--- config.mk ---
export PLATFORM = sky130hd
export DESIGN_NAME = interrupt_requester
export DESIGN_NICKNAME = d
export VERILOG_FILES = /design/src/rtl/interrupt_requester.sv
export SDC_FILE = /design/constraint.sdc
export NUM_CORES = 1
export LEC_CHECK = 0
export CAP_MARGIN = 20
export CORE_MARGIN = 2
export CORE_UTILIZATION = 32
export DETAILED_ROUTE_END_ITERATION = 6
export MAX_ROUTING_LAYER = met4
export PLACE_DENSITY = 0.65
export SLEW_MARGIN = 10
export SYNTH_ARGS = -nofsm -noshare
export SYNTH_HDL_FRONTEND = slang
export SYNTH_SLANG_ARGS = --single-unit
--- constraint.sdc ---
create_clock -name clock -period 2.5 [get_ports clock]
set_clock_uncertainty 0.2 [all_clocks]
set_input_delay 0.25 -clock clock [delete_from_list [all_inputs] [get_ports clock]]
set_output_delay 0.25 -clock clock [all_outputs]
set_load 0.02 [all_outputs]
--- src/rtl/interrupt_requester.sv ---
// interrupt_requester
//   Turns rising edges on a set of external interrupt lines into a one-cycle
//   interrupt request to the CPU, reports which line is being serviced and
//   holds off further requests until the handler executes RETURN.
//
//   Optional feature: define INTR_REQUESTER_MASK_EN to add a per-line mask
//   register (maskData/maskWrite). Without it every line is eligible.
//
// Ports
//   clock          rising-edge clock
//   reset          synchronous active-high reset
//   irqLines       external interrupt lines, synchronous to clock
//   intrEnable     CPU interrupt-enable state (only consulted in IDLE)
//   memInstOpcode  opcode [31:26] of the instruction in the memory stage
//   maskData       new mask value (mask feature only)
//   maskWrite      load mask register from maskData (mask feature only)
//   intr           one-cycle interrupt request pulse
//   intrCause      index of the serviced line, zero-extended
//   busy           high while a request is outstanding or in service
module interrupt_requester #(
  parameter int DATA_WIDTH  = 32,
  parameter int NUM_LINES   = 4,
  parameter int CAUSE_WIDTH = 2
) (
  input  logic                  clock,
  input  logic                  reset,
  input  logic [NUM_LINES-1:0]  irqLines,
  input  logic                  intrEnable,
  input  logic [5:0]            memInstOpcode,
`ifdef INTR_REQUESTER_MASK_EN
  input  logic [NUM_LINES-1:0]  maskData,
  input  logic                  maskWrite,
`endif
  output logic                  intr,
  output logic [DATA_WIDTH-1:0] intrCause,
  output logic                  busy
);

  localparam logic [5:0] OP_RETURN = 6'b101100;

  typedef enum logic [1:0] {
    IDLE,
    REQUEST,
    SERVICE
  } state_t;

  state_t                 state_q, state_d;
  logic [NUM_LINES-1:0]   irq_p0, irq_p1;
  logic [NUM_LINES-1:0]   rise_p1;
  logic [NUM_LINES-1:0]   pending_q, pending_d;
  logic [NUM_LINES-1:0]   eligible;
  logic [NUM_LINES-1:0]   clr_sel;
  logic [CAUSE_WIDTH-1:0] cause_q, sel_idx;
  logic                   sel_found;
  logic                   ret;
  logic                   load_cause;

  // Stage p0/p1: two registered copies of the lines. Reset loads ones so a
  // line already high when reset releases never looks like a new edge.
  always_ff @(posedge clock) begin
    if (reset) begin
      irq_p0 <= '1;
      irq_p1 <= '1;
    end else begin
      irq_p0 <= irqLines;
      irq_p1 <= irq_p0;
    end
  end

  assign rise_p1 = irq_p0 & ~irq_p1;

`ifdef INTR_REQUESTER_MASK_EN
  logic [NUM_LINES-1:0] mask_q;

  always_ff @(posedge clock) begin
    if (reset)          mask_q <= '1;
    else if (maskWrite) mask_q <= maskData;
  end

  // Masked lines still collect pending bits; they just cannot start a request.
  assign eligible = pending_q & mask_q;
`else
  assign eligible = pending_q;
`endif

  // Lowest eligible index wins: scan downward so the last hit is the lowest.
  always_comb begin
    sel_found = 1'b0;
    sel_idx   = '0;
    for (int i = NUM_LINES - 1; i >= 0; i--) begin
      if (eligible[i]) begin
        sel_found = 1'b1;
        sel_idx   = CAUSE_WIDTH'(i);
      end
    end
  end

  always_comb begin
    for (int i = 0; i < NUM_LINES; i++) begin
      clr_sel[i] = (cause_q == CAUSE_WIDTH'(i));
    end
  end

  assign ret = (state_q == SERVICE) && (memInstOpcode == OP_RETURN);

  // A fresh edge on the line being returned from is OR-ed in after the
  // clear, so it survives and gets serviced again.
  assign pending_d = (pending_q & ~(ret ? clr_sel : '0)) | rise_p1;

  always_comb begin
    state_d    = state_q;
    load_cause = 1'b0;
    case (state_q)
      IDLE: begin
        if (intrEnable && sel_found) begin
          state_d    = REQUEST;
          load_cause = 1'b1;
        end
      end
      REQUEST: state_d = SERVICE;
      SERVICE: if (ret) state_d = IDLE;
      default: state_d = IDLE;
    endcase
  end

  // Stage p2: pending set, FSM state and the latched cause.
  always_ff @(posedge clock) begin
    if (reset) begin
      state_q   <= IDLE;
      pending_q <= '0;
      cause_q   <= '0;
    end else begin
      state_q   <= state_d;
      pending_q <= pending_d;
      if (load_cause) cause_q <= sel_idx;
    end
  end

  assign intr      = (state_q == REQUEST);
  assign busy      = (state_q != IDLE);
  assign intrCause = DATA_WIDTH'(cause_q);

endmodule

==> out/metrics.cfg <==
[global_route]
grt_pass1_vias = 463
grt_use_met1_pct = 7.64
grt_max_degree = 18
antenna_found_initial = 0
grtUsageMet3_pct = 4.42
grt.met2_usage_pct = 12.8
grt_pass1_wl_um = 1840
grt_busiest_layer = met2
gr-total-overflow = 0
grt_usage_pct = 7.80

[setup_path]
path_cells = or2_2 -> clkdlybuf4s50_1
critPathCaptureType = output pin
critPathMaxStageDelay_ns = 0.53
cpLargestDelayFamily = buffers and inverters
critPathKind = reg -> out
startpoint = state_q[1]$_SDFFE_PP0P_
critPathLaunchType = register
cp_data_arrival_time_ns = 1.46
cp.required_ns = 2.05
crit_slowest_cell = clkdlybuf4s50_1
reg2reg_from = eligible[2]$_SDFF_PP0_
critPathBufInv = 1
crit_path_max_fanout = 5

[sta]
hold_ws_ns = 0.239
min_period_over_period_pct = 76.4
finalMaxSlewViolations = 0
setup_viol = 0
rsz0062_at_grt = false
finalCriticalPeriod_ns = 1.91
fmax_ghz = 0.523
setup_tns_ns = 0
hold_violations = 0

[pwr]
switchingPower_mw = 0.149
power_leakage_nw = 0.414
switching_share_pct = 27.3
seqPwrFrac_pct = 50.6
pwr-share-comb_pct = 19.4
intPower_mw = 0.397
irDropWorstVdd_mv = 0.342
power_frac_clock_pct = 30.0
power_density_nw_per_um2 = 562
power_mw = 0.546

[min_path]
hp-start = irq_p0[1]$_SDFF_PP1_
hp-class = reg -> reg

[die]
fp.coreArea_sq_um = 2500
start_util_pct = 34.3
fp.dieArea_sq_um = 3110
chipWidth_um = 55.8
io_pins = 47
die_height_um = 55.8
num_rows = 18

[synth]
ys_seq_elements = 16
yosysWarnings = 0
synth_area_sq_um = 857
yosysSeqAreaShare_pct = 37.4
avgSynthCellArea_sq_um = 9.12
synthCells = 94
ys_types = 24

[finish]
nFillCells = 269
multi_input_area_sq_um = 409
diodes = 0
area_growth_pct = 13.3
drive_gt1_share_pct = 15.2
register_area_sq_um = 320
fin_util_pct = 38.8
final_nets = 126
fin_cells = 142

[clocking]
clk_pin_slew_ns = 0.09
cts_root_buf = clkbuf_4
post_cts_buffers = 0
h-tree-depth = 1
cts_buffers = 3
clkLatencyLatePin_ns = 0.28
cts_tree = built
hold_buffers = 0
cts.sinks = 16
clock_path_buffers = 2
cts.repair.resized = 0

[placed_design]
place_congestion = 0.749
port_buffers = 16
hpwl_um = 951
dp.cells = 138

[routing]
drtIter0Drc = 5
route.detailed.drc = 0
dr.pass1.iters = 2
drt_wl_total_um = 1170
wl_per_cell_um = 8.25
ant_nets = 0
viasPerCell = 3.99
vias = 566

[job]
maxCapViolCount = 0

[run_status]
outcome = complete, no violations

==> power by group through the flow <==
stage | Clock, mW | Combinational, mW | Sequential, mW
detailed placement | 0 | 0.105 | 0.283
CTS | 0.173 | 0.106 | 0.277
global route | 0.186 | 0.113 | 0.279
global placement | 0 | 0.104 | 0.282
floorplan | 0 | 0.109 | 0.282
finish | 0.163 | 0.106 | 0.276
==> layer usage <==
metal	routed length (um)	vias up	part of all wire [%]
met3	124	2	11
met2	556	32	47
met5	0	-	0
met1	478	250	41
li1	-	282	-
met4	12	0	1.0
==> state kept, by name, indices dropped and copies added, names as in the netlist <==
name      flops
eligible      4
irq_p1        4
irq_p0        4
state_q       2
cause_q       2
==> path summary, 6_finish.rpt <==
| kind | slack, ns | cells past startpoint | end |
|---|---|---|---|
| setup / recovery | 0.59 | 2 | busy |
| hold / removal | 0.24 | 1 | irq_p1[1]$_SDFF_PP1_ |
| setup reg to reg | 1.19 | 3 | cause_q[0]$_SDFFE_PP0P_ |
| hold reg to reg | 0.24 | 1 | irq_p1[1]$_SDFF_PP1_ |
==> final cells by class <==
cell class,count,share of cell area [%]
Multi-Input combinational cell,74,42.1
Sequential cell,16,33.0
Timing Repair Buffer,16,16.5
Tap cell,30,3.87
Clock buffer,4,3.74
Inverter,2,0.773
==> logic make-up after synthesis <==
| family | after synthesis | synth area share, % |
|---|---|---|
| simple gates | 33 | 24.8 |
| compound gates | 10 | 8.61 |
| buf+inv | 33 | 27.6 |
| other cells | 1 | 0.438 |
| flops | 16 | 37.4 |
| mux | 1 | 1.17 |
==> layout by cell type, fill, tap and decap left out <==
master,synthesis,layout
conb_1,1,30
dfxtp_1,16,16
clkdlybuf4s50_1,0,16
or2_2,9,9
nor2_1,7,7
nor2b_1,4,4
a211oi_1,4,4
nand2b_1,3,3
clkbuf_4,0,3
inv_1,2,2
nor3b_1,2,2
a21oi_1,2,2
nor3_1,2,2
or2_1,1,1
nor3b_2,1,1
o31ai_2,1,1
nand4b_1,1,1
nor4_4,1,1
o311ai_0,1,1
nand2_1,1,1
o21a_1,1,1
and2b_2,1,1
o21ai_0,1,1
mux2i_1,1,1
clkbuf_8,0,1
==> metrics by stage <==
stage               cell area [sq um]  setup slack (ns)
finish                            971             0.589
global route                      971             0.511
CTS                               971             0.572
detailed placement                935             0.797
global placement                  935             0.837
floorplan                         966              1.28
==> cell usage after synthesis (all sizes together) <==
library cell / n / area share [%]
nor3b: 3 / 3.2
nor2b: 4 / 2.9
nor3: 2 / 1.2
o31ai: 1 / 1.5
nor2: 7 / 3.1
a211oi: 4 / 3.5
inv: 2 / 0.88
o21ai: 1 / 0.58
dfxtp: 16 / 37
nand2b: 3 / 2.2
or2: 10 / 7.3
and2b: 1 / 1.0
clkbuf: 1 / 0.44
o21a: 1 / 0.88
nor4: 1 / 2.5
buf: 30 / 26
conb: 1 / 0.44
nand4b: 1 / 1.0
a21oi: 2 / 1.2
o311ai: 1 / 1.0
nand2: 1 / 0.44
mux2i: 1 / 1.2
Power figures use the tool's default switching activity.
